## config.mk

```make
export PLATFORM = sky130hd
export DESIGN_NAME = maxpooling
export DESIGN_NICKNAME = d
export VERILOG_FILES = /design/src/rtl/maxpooling_pkg.sv /design/src/rtl/maxpooling_line_buffer.sv /design/src/rtl/maxpooling.sv
export SDC_FILE = /design/constraint.sdc
export NUM_CORES = 1
export LEC_CHECK = 0
export ABC_CLOCK_PERIOD_IN_PS = 4300
export CAP_MARGIN = 20
export CORE_MARGIN = 2
export CORE_UTILIZATION = 50
export DETAILED_ROUTE_END_ITERATION = 10
export PLACE_DENSITY = 0.69
export SKIP_LAST_GASP = 1
export SYNTH_ARGS = -nofsm -noshare
export SYNTH_HDL_FRONTEND = slang
export SYNTH_SLANG_ARGS = --single-unit
```

## constraint.sdc

```tcl
create_clock -name clock -period 4.3 [get_ports clock]
set_input_delay 0.43 -clock clock [delete_from_list [all_inputs] [get_ports clock]]
set_output_delay 0.43 -clock clock [all_outputs]
set_load 0.02 [all_outputs]
```

## src/rtl/maxpooling_pkg.sv

```systemverilog
// Shared helpers for the encoder layer modules: ceiling log2, channel slice offsets
// and the pooling FSM state type.
package maxpooling_pkg;

    typedef enum logic [1:0] {
        ST_SYNC = 2'd0,
        ST_EVEN = 2'd1,
        ST_ODD  = 2'd2
    } pool_state_e;

    function automatic int log2c(input int value);
        int r;
        r = 0;
        while ((32'sd1 <<< r) < value) begin
            r = r + 1;
        end
        return r;
    endfunction

    function automatic int chan_lsb(input int ch, input int bitw);
        return ch * bitw;
    endfunction

endpackage

```

## src/rtl/maxpooling_line_buffer.sv

```systemverilog
// Half-width line store for the pooling stage: one write port, one registered read port.
// Storage has no reset; every word is rewritten on an even row before it is read.
module pool_line_buffer #(
    parameter int DEPTH  = 2,
    parameter int DWIDTH = 8,
    parameter int ABITS  = 1
) (
    input  logic              clock,
    input  logic              i_wr_en,
    input  logic [ABITS-1:0]  i_wr_addr,
    input  logic [DWIDTH-1:0] i_wr_data,
    input  logic              i_rd_en,
    input  logic [ABITS-1:0]  i_rd_addr,
    output logic [DWIDTH-1:0] o_rd_data
);

    logic [DWIDTH-1:0] r_mem [DEPTH];

    // Storage write and registered read; read data holds between reads
    always_ff @(posedge clock) begin
        if (i_wr_en) begin
            r_mem[i_wr_addr] <= i_wr_data;
        end
        if (i_rd_en) begin
            o_rd_data <= r_mem[i_rd_addr];
        end
    end

endmodule

```

## src/rtl/maxpooling.sv

```systemverilog
// 2x2 stride-2 signed max pooling over a raster pixel stream with UNITS channels per pixel.
// Even rows leave pair maxima in the line buffer; odd rows complete the block through a 2-stage pipe.
module maxpooling
    import maxpooling_pkg::*;
#(
    parameter int WIDTH      = 4,
    parameter int HEIGHT     = 4,
    parameter int FIXED_BITW = 8,
    parameter int UNITS      = 1
) (
    input  logic                          clock,
    input  logic                          n_rst,
    input  logic                          in_enable,
    input  logic [FIXED_BITW*UNITS-1:0]   in_pixels,
    input  logic [log2c(HEIGHT)-1:0]      in_vcnt,
    input  logic [log2c(WIDTH)-1:0]       in_hcnt,
    output logic                          out_enable,
    output logic [FIXED_BITW*UNITS-1:0]   out_pixels,
    output logic [log2c(HEIGHT)-2:0]      out_vcnt,
    output logic [log2c(WIDTH)-2:0]       out_hcnt
);

    localparam int VBITS = log2c(HEIGHT);
    localparam int HBITS = log2c(WIDTH);
    localparam int PBITS = FIXED_BITW * UNITS;

    pool_state_e        r_state;
    pool_state_e        w_state_next;
    logic               w_write;
    logic               w_read;
    logic               w_emit;
    logic [PBITS-1:0]   r_p0;
    logic [PBITS-1:0]   w_pair_max;
    logic [PBITS-1:0]   w_buf_q;
    logic [PBITS-1:0]   w_blk_max;
    logic               r_s1_valid;
    logic [PBITS-1:0]   r_s1_buf;
    logic [PBITS-1:0]   r_s1_p0;
    logic [PBITS-1:0]   r_s1_in;
    logic [VBITS-2:0]   r_s1_vcnt;
    logic [HBITS-2:0]   r_s1_hcnt;

    // Next state, buffer strobes and emit decision for the beat on the inputs
    always_comb begin
        w_state_next = r_state;
        w_write      = 1'b0;
        w_read       = 1'b0;
        w_emit       = 1'b0;
        if (in_enable) begin
            w_write = (r_state == ST_EVEN) && !in_vcnt[0] && in_hcnt[0];
            w_read  = in_vcnt[0] && !in_hcnt[0];
            w_emit  = (r_state == ST_ODD) && in_vcnt[0] && in_hcnt[0];
            // A row start must alternate parity with the current row, else resync
            if (in_hcnt != {HBITS{1'b0}}) begin
                w_state_next = r_state;
            end else if (in_vcnt == {VBITS{1'b0}}) begin
                w_state_next = ST_EVEN;
            end else if (in_vcnt[0] && (r_state == ST_EVEN)) begin
                w_state_next = ST_ODD;
            end else if (!in_vcnt[0] && (r_state == ST_ODD)) begin
                w_state_next = ST_EVEN;
            end else begin
                w_state_next = ST_SYNC;
            end
        end else begin
            w_state_next = r_state;
        end
    end

    // FSM state and the even-column pair register
    always_ff @(posedge clock or negedge n_rst) begin
        if (!n_rst) begin
            r_state <= ST_SYNC;
            r_p0    <= {PBITS{1'b0}};
        end else begin
            r_state <= w_state_next;
            if (in_enable && !in_hcnt[0]) begin
                r_p0 <= in_pixels;
            end
        end
    end

    pool_line_buffer #(
        .DEPTH  (WIDTH / 2),
        .DWIDTH (PBITS),
        .ABITS  (HBITS - 1)
    ) u_line_buffer (
        .clock     (clock),
        .i_wr_en   (w_write),
        .i_wr_addr (in_hcnt[HBITS-1:1]),
        .i_wr_data (w_pair_max),
        .i_rd_en   (w_read),
        .i_rd_addr (in_hcnt[HBITS-1:1]),
        .o_rd_data (w_buf_q)
    );

    for (genvar c = 0; c < UNITS; c++) begin : g_chan
        localparam int LSB = chan_lsb(c, FIXED_BITW);
        logic signed [FIXED_BITW-1:0] w_p0;
        logic signed [FIXED_BITW-1:0] w_in;
        logic signed [FIXED_BITW-1:0] w_buf;
        logic signed [FIXED_BITW-1:0] w_s1_p0;
        logic signed [FIXED_BITW-1:0] w_s1_in;
        logic signed [FIXED_BITW-1:0] w_s1_pair;

        assign w_p0      = r_p0[LSB +: FIXED_BITW];
        assign w_in      = in_pixels[LSB +: FIXED_BITW];
        assign w_pair_max[LSB +: FIXED_BITW] = (w_p0 > w_in) ? w_p0 : w_in;

        assign w_buf     = r_s1_buf[LSB +: FIXED_BITW];
        assign w_s1_p0   = r_s1_p0[LSB +: FIXED_BITW];
        assign w_s1_in   = r_s1_in[LSB +: FIXED_BITW];
        assign w_s1_pair = (w_s1_p0 > w_s1_in) ? w_s1_p0 : w_s1_in;
        assign w_blk_max[LSB +: FIXED_BITW] = (w_buf > w_s1_pair) ? w_buf : w_s1_pair;
    end

    // Stage 1: capture the three operands and block coordinates of a completing beat
    always_ff @(posedge clock or negedge n_rst) begin
        if (!n_rst) begin
            r_s1_valid <= 1'b0;
            r_s1_buf   <= {PBITS{1'b0}};
            r_s1_p0    <= {PBITS{1'b0}};
            r_s1_in    <= {PBITS{1'b0}};
            r_s1_vcnt  <= {(VBITS-1){1'b0}};
            r_s1_hcnt  <= {(HBITS-1){1'b0}};
        end else begin
            r_s1_valid <= w_emit;
            if (w_emit) begin
                r_s1_buf  <= w_buf_q;
                r_s1_p0   <= r_p0;
                r_s1_in   <= in_pixels;
                r_s1_vcnt <= in_vcnt[VBITS-1:1];
                r_s1_hcnt <= in_hcnt[HBITS-1:1];
            end
        end
    end

    // Stage 2: register the block maximum; outputs hold between pulses
    always_ff @(posedge clock or negedge n_rst) begin
        if (!n_rst) begin
            out_enable <= 1'b0;
            out_pixels <= {PBITS{1'b0}};
            out_vcnt   <= {(VBITS-1){1'b0}};
            out_hcnt   <= {(HBITS-1){1'b0}};
        end else begin
            out_enable <= r_s1_valid;
            if (r_s1_valid) begin
                out_pixels <= w_blk_max;
                out_vcnt   <= r_s1_vcnt;
                out_hcnt   <= r_s1_hcnt;
            end
        end
    end

endmodule

```

==> flow_summary.html <==
<table>
<tr><th>Metric</th><th>Value</th></tr>
<tr><th colspan="2">Routing</th></tr>
<tr><td>Drt drc</td><td>0</td></tr>
<tr><td>DR vias</td><td>2,782</td></tr>
<tr><td>Final Routed Wirelength</td><td>7750 um</td></tr>
<tr><td>DRC marker count from the first detailed-route iteration</td><td>160</td></tr>
<tr><td>Antenna-violating nets left</td><td>0</td></tr>
<tr><td>Wire per inst</td><td>15.6 um</td></tr>
<tr><td>Vias/cell</td><td>5.62</td></tr>
<tr><td>Number of iterations in the first detailed-routing pass</td><td>5</td></tr>
<tr><th colspan="2">Die</th></tr>
<tr><td>Full die area</td><td>8270 um2</td></tr>
<tr><td>Die width</td><td>90.9 um</td></tr>
<tr><td>Boundary Pins</td><td>26</td></tr>
<tr><td>Row cnt</td><td>31</td></tr>
<tr><td>Initial core utilization</td><td>51.8%</td></tr>
<tr><td>Core area</td><td>7290 um2</td></tr>
<tr><td>Height of the die</td><td>90.9 um</td></tr>
<tr><th colspan="2">Synthesis</th></tr>
<tr><td>Yosys reg bits</td><td>72</td></tr>
<tr><td>Synthesized netlist net count</td><td>405</td></tr>
<tr><td>Cell count after synthesis</td><td>366</td></tr>
<tr><td>Avg Synthesized Cell Area</td><td>10.3 um2</td></tr>
<tr><td>Sequential fraction of the synthesis area</td><td>50.9%</td></tr>
<tr><td>Number of synthesized flops with an enable pin</td><td>24</td></tr>
<tr><td>Share of synthesized flip-flops with an asynchronous set or reset</td><td>66.7%</td></tr>
<tr><td>Share of synthesized cell area in full adder, half adder and majority cells</td><td>7.95%</td></tr>
<tr><td>Dominant combinational cell family by area after synthesis</td><td>compound AO/OA/AOI/OAI gates</td></tr>
<tr><td>Area share of and/or/nand/nor cells after synthesis</td><td>14.9%</td></tr>
<tr><td>Proportion of netlist area held by the largest area contributor</td><td>31.8%</td></tr>
<tr><td>Cell taking the most area after synthesis</td><td>sky130_fd_sc_hd__dfrtp_1</td></tr>
<tr><td>Compound-cell area share of the yosys netlist</td><td>18.4%</td></tr>
<tr><td>Total of warnings raised by yosys</td><td>0</td></tr>
<tr><td>Cells taking the most area after synthesis</td><td>sky130_fd_sc_hd__dfrtp_1, sky130_fd_sc_hd__edfxtp_1, sky130_fd_sc_hd__nand2_1, sky130_fd_sc_hd__ha_1, sky130_fd_sc_hd__mux2_2</td></tr>
<tr><td>Number of distinct library cells after synthesis</td><td>43</td></tr>
<tr><td>Summed instance area of the synthesized netlist</td><td>3780 um2</td></tr>
<tr><td>Flip-flop cell with the highest count after synthesis</td><td>sky130_fd_sc_hd__dfrtp_1</td></tr>
<tr><td>Synthesized-area fraction occupied by xor and xnor cells</td><td>0%</td></tr>
<tr><td>Multiplexer share of the synthesized area</td><td>3.28%</td></tr>
<tr><th colspan="2">Global routing</th></tr>
<tr><td>GR Util met1</td><td>28.3%</td></tr>
<tr><td>Global routing met2 resource utilization</td><td>30.7%</td></tr>
<tr><td>Sum of overflow across all layers after global routing</td><td>0</td></tr>
<tr><td>GR met3 Demand/Resource</td><td>3.65%</td></tr>
<tr><td>Wire length of the first global-routing pass</td><td>13,200 um</td></tr>
<tr><td>Total GRT Usage</td><td>20.3%</td></tr>
<tr><td>Busiest layer in global routing</td><td>met2</td></tr>
<tr><td>Via count of the first global-routing pass</td><td>2,720</td></tr>
<tr><td>Pin count of the biggest net entering global routing</td><td>49</td></tr>
<tr><td>Antenna violations before repair</td><td>0</td></tr>
<tr><th colspan="2">STA</th></tr>
<tr><td>Post-route clock skew</td><td>10.9 ps</td></tr>
<tr><td>Actual transition at the worst max-transition pin</td><td>911 ps</td></tr>
<tr><td>Relative slew slack</td><td>38.8%</td></tr>
<tr><td>Maximum frequency from static timing analysis</td><td>253 MHz</td></tr>
<tr><td>Hold Vio Cnt, Final</td><td>0</td></tr>
<tr><td>Final setup TNS</td><td>0 ps</td></tr>
<tr><td>Final setup fails</td><td>0</td></tr>
<tr><td>Minimum clock period after layout</td><td>3960 ps</td></tr>
<tr><td>Unrepaired setup endpoints after global routing</td><td>no</td></tr>
<tr><td>Count of final max-slew check failures</td><td>0</td></tr>
<tr><td>Share of the clock period used by the worst path after layout</td><td>92.1%</td></tr>
<tr><th colspan="2">Worst setup path</th></tr>
<tr><td>Worst reg-to-reg path cell count</td><td>14</td></tr>
<tr><td>Buffering stage count on the worst path with inverters included</td><td>2</td></tr>
<tr><td>Required time at the endpoint of the critical path</td><td>4520 ps</td></tr>
<tr><td>Worst reg2reg startpoint</td><td>g_chan[0].w_s1_in[7]$_DFFE_PN0P_</td></tr>
<tr><td>Crit path arrival time</td><td>4180 ps</td></tr>
<tr><td>Stages on worst setup path</td><td>14</td></tr>
<tr><td>Crit. End Element</td><td>flip-flop</td></tr>
<tr><td>Slowest-stage cell, CP</td><td>sky130_fd_sc_hd__ha_2</td></tr>
<tr><td>End of the worst register-to-register path</td><td>out_pixels[7]$_DFFE_PN0P_</td></tr>
<tr><td>Register-to-Register Setup Slack</td><td>340 ps</td></tr>
<tr><td>CP Cell Sequence</td><td>inv_1 &gt; ha_2 &gt; nand4_1 &gt; o221ai_2 &gt; o41a_1 &gt; nor2_1 &gt; nor3_1 &gt; inv_1 &gt; ha_1 &gt; a21o_1 &gt; a211o_1 &gt; o221ai_1 &gt; a21boi_1 &gt; a221o_1</td></tr>
<tr><td>Worst setup path endpoint</td><td>out_pixels[7]$_DFFE_PN0P_</td></tr>
<tr><td>Cell with the most instances on the worst path</td><td>sky130_fd_sc_hd__inv_1</td></tr>
<tr><td>Top Family by Delay on Critical Path</td><td>compound AO/OA/AOI/OAI gates</td></tr>
<tr><td>Largest incremental delay on the critical path</td><td>490 ps</td></tr>
<tr><td>Critical path startpoint category</td><td>flip-flop</td></tr>
<tr><td>Launching element of the worst setup path</td><td>g_chan[0].w_s1_in[7]$_DFFE_PN0P_</td></tr>
<tr><td>CP Class</td><td>flip-flop to flip-flop</td></tr>
<tr><td>Maximum fanout encountered on the critical timing path</td><td>15</td></tr>
<tr><th colspan="2">Clock tree</th></tr>
<tr><td>H-tree Lvls</td><td>3</td></tr>
<tr><td>Worst-path clk slew</td><td>70 ps</td></tr>
<tr><td>Clock buffers created by TritonCTS</td><td>9</td></tr>
<tr><td>Post-CTS setup repair buffer count</td><td>0</td></tr>
<tr><td>Clk_lat worst skew</td><td>340 ps</td></tr>
<tr><td>CTS tree</td><td>yes</td></tr>
<tr><td># clock sinks</td><td>72</td></tr>
<tr><td>CTS max path bufs</td><td>2</td></tr>
<tr><td>Library cell used as clock root buffer</td><td>sky130_fd_sc_hd__clkbuf_8</td></tr>
<tr><th colspan="2">Min path</th></tr>
<tr><td>Kind of path behind the tightest hold check</td><td>flip-flop to flip-flop</td></tr>
<tr><td>Hold-critical path depth</td><td>2</td></tr>
<tr><th colspan="2">Power and ir drop</th></tr>
<tr><td>Static Leak</td><td>1.94 nW</td></tr>
<tr><td>Cell Pwr Density</td><td>654 nW/um2</td></tr>
<tr><td>Maximum VDD drop</td><td>0.250 mV</td></tr>
<tr><td>Internal power</td><td>0.00177 W</td></tr>
<tr><td>Relative contribution of sequential cells to total power</td><td>33.1%</td></tr>
<tr><td>Combinational Power Share</td><td>46.8%</td></tr>
<tr><td>Switching pwr</td><td>0.00108 W</td></tr>
<tr><td>Sw frac</td><td>38.0%</td></tr>
<tr><td>Clk pwr share</td><td>20.1%</td></tr>
<tr><th colspan="2">Cells and area</th></tr>
<tr><td>FF/Latch Area</td><td>1920 um2</td></tr>
<tr><td>Share of cells above drive strength 1</td><td>12.4%</td></tr>
<tr><td>Fill cell total of the finished layout</td><td>649</td></tr>
<tr><td>Share of the core filled with cells in the final layout</td><td>59.8%</td></tr>
<tr><td>Antenna cells</td><td>0</td></tr>
<tr><td>Footprint of the multi-input gates</td><td>1690 um2</td></tr>
<tr><td>Layout Area Growth over Synthesis</td><td>15.5%</td></tr>
<tr><td>NumNets Final</td><td>430</td></tr>
<tr><th colspan="2">Flow run</th></tr>
<tr><td>Maxcap violations</td><td>0</td></tr>
<tr><th colspan="2">Outcome</th></tr>
<tr><td>Result of the run</td><td>finished clean</td></tr>
<tr><th colspan="2">Place</th></tr>
<tr><td>Last weighted congestion value of the routability-driven placer</td><td>0.856</td></tr>
<tr><td>Number of buffers added on ports</td><td>25</td></tr>
<tr><td>DP Wirelength</td><td>5700 um</td></tr>
</table>
[repair_timing]
item | in CTS | in global routing
setup endpoints to repair | 0 | 8
hold buffers | 0 | 1
endpoints found under the hold margin | 0 | 8
resized for setup | 0 | 1
[metal layers]
metal	wire length [um]	vias up	share of wire [%]
met3	293	19	3.8
li1	-	1384	-
met5	0	-	0
met1	3710	1294	48
met4	255	0	3.3
met2	3480	85	45
[how the worst min path moves through the flow]
stage / start / slack, ps / end
finish: u_line_buffer.o_rd_data[1]$_DFFE_PP_ / 440 / g_chan[0].w_buf[1]$_DFFE_PN0P_
global route: u_line_buffer.o_rd_data[4]$_DFFE_PP_ / 450 / g_chan[0].w_buf[4]$_DFFE_PN0P_
CTS: n_rst / 290 / out_pixels[7]$_DFFE_PN0P_
detailed placement: u_line_buffer.o_rd_data[1]$_DFFE_PP_ / 420 / g_chan[0].w_buf[1]$_DFFE_PN0P_
global placement: u_line_buffer.o_rd_data[1]$_DFFE_PP_ / 420 / g_chan[0].w_buf[1]$_DFFE_PN0P_
floorplan: n_rst / 130 / g_chan[0].w_buf[0]$_DFFE_PN0P_
[kinds of logic (layout without fill, tap and decap cells)]
logic type                 Yosys count  after routing
buffers and inverters               46             76
muxes                               11             11
and+or+nand+nor                    124            124
DFF                                 72             72
adders and majority gates           24             24
AOI/OAI and AO/OA                   89             89
[worst reg2reg max path: cells and delay by family, from the launching register on]
family,cells,cell delay (ps)
flops,1,370
simple gates,3,550
buf+inv,2,150
compound gates,7,1990
fa+ha+maj,2,780
[power by group through the flow]
stage          clock network [W]  logic, W  registers [W]
6_report                0.000573   0.00134       0.000946
2_1_floorplan                  0  0.000917       0.000972
5_1_grt                 0.000612   0.00150       0.000965
4_1_cts                 0.000582   0.00133       0.000945
3_3_place_gp                   0   0.00128       0.000949
3_5_place_dp                   0   0.00132       0.000957
[stage by stage]
| stage | hold WS, ps | setup slack, ps | total power [W] | cells | cell area [um2] |
|---|---|---|---|---|---|
| after floorplan | 134 | 825 | 0.00189 | 366 | 3780 |
| after global placement | 423 | 423 | 0.00223 | 477 | 4120 |
| after detailed placement | 423 | 259 | 0.00227 | 477 | 4120 |
| after CTS | 292 | 257 | 0.00286 | 493 | 4330 |
| after global routing | 452 | 68.2 | 0.00308 | 495 | 4360 |
| final | 436 | 341 | 0.00285 | 495 | 4360 |
[final cells by class]
type                       count  area share, %
multi-input combinational    248           38.8
clock inverter                 5           1.89
clock buffer                  11           3.01
tap                           99           2.84
sequential                    72           44.0
timing repair buffer          30           6.83
inverter                      30           2.58
[layout by cell type (no fill, tap or decap), drive strengths merged, types with 2 or more instances in the layout]
master         Yosys  routed
nand2             83      83
nand2b             2       2
edfxtp            24      24
inv               30      30
nand3              5       5
ha                24      24
bufinv             0       2
dfrtp             48      48
o2111ai            9       9
clkinvlp           0       3
buf                3       5
a221o              8       8
a21oi             12      12
o21ai             20      20
clkdlybuf4s50      0      24
o221a              7       7
nor2b             13      13
or2                3       3
o221ai             2       2
mux2              11      11
o211ai             9       9
clkbuf            13      11
nor3               3       3
o41ai              2       2
a211o              8       8
a21o               3       3
nor2               5       5
nand4              4       4
and4               2       2
[synthesized netlist by cell type (4+ instances only)]
master / count
sky130_fd_sc_hd__o21ai_0: 20
sky130_fd_sc_hd__edfxtp_1: 24
sky130_fd_sc_hd__a211o_1: 8
sky130_fd_sc_hd__o211ai_1: 9
sky130_fd_sc_hd__ha_1: 24
sky130_fd_sc_hd__o2111ai_1: 9
sky130_fd_sc_hd__clkbuf_1: 13
sky130_fd_sc_hd__nand4_1: 4
sky130_fd_sc_hd__nand3_1: 5
sky130_fd_sc_hd__a21oi_1: 10
sky130_fd_sc_hd__dfrtp_1: 48
sky130_fd_sc_hd__nor2_1: 4
sky130_fd_sc_hd__nand2_1: 83
sky130_fd_sc_hd__o221a_2: 7
sky130_fd_sc_hd__nor2b_1: 13
sky130_fd_sc_hd__a221o_1: 8
sky130_fd_sc_hd__inv_1: 30
sky130_fd_sc_hd__mux2_2: 11
[sequential cells by signal (all words and copies together) (netlist names)]
signal	flops
g_chan.w_buf	8
g_chan.w_p0	8
g_chan.w_s1_in	8
g_chan.w_s1_p0	8
out_enable	1
out_hcnt	1
out_pixels	8
out_vcnt	1
r_s1_hcnt	1
r_s1_valid	1
r_s1_vcnt	1
r_state	2
u_line_buffer.o_rd_data	8
u_line_buffer.r_mem	16
No activity file was read; power rests on OpenSTA's default activity.
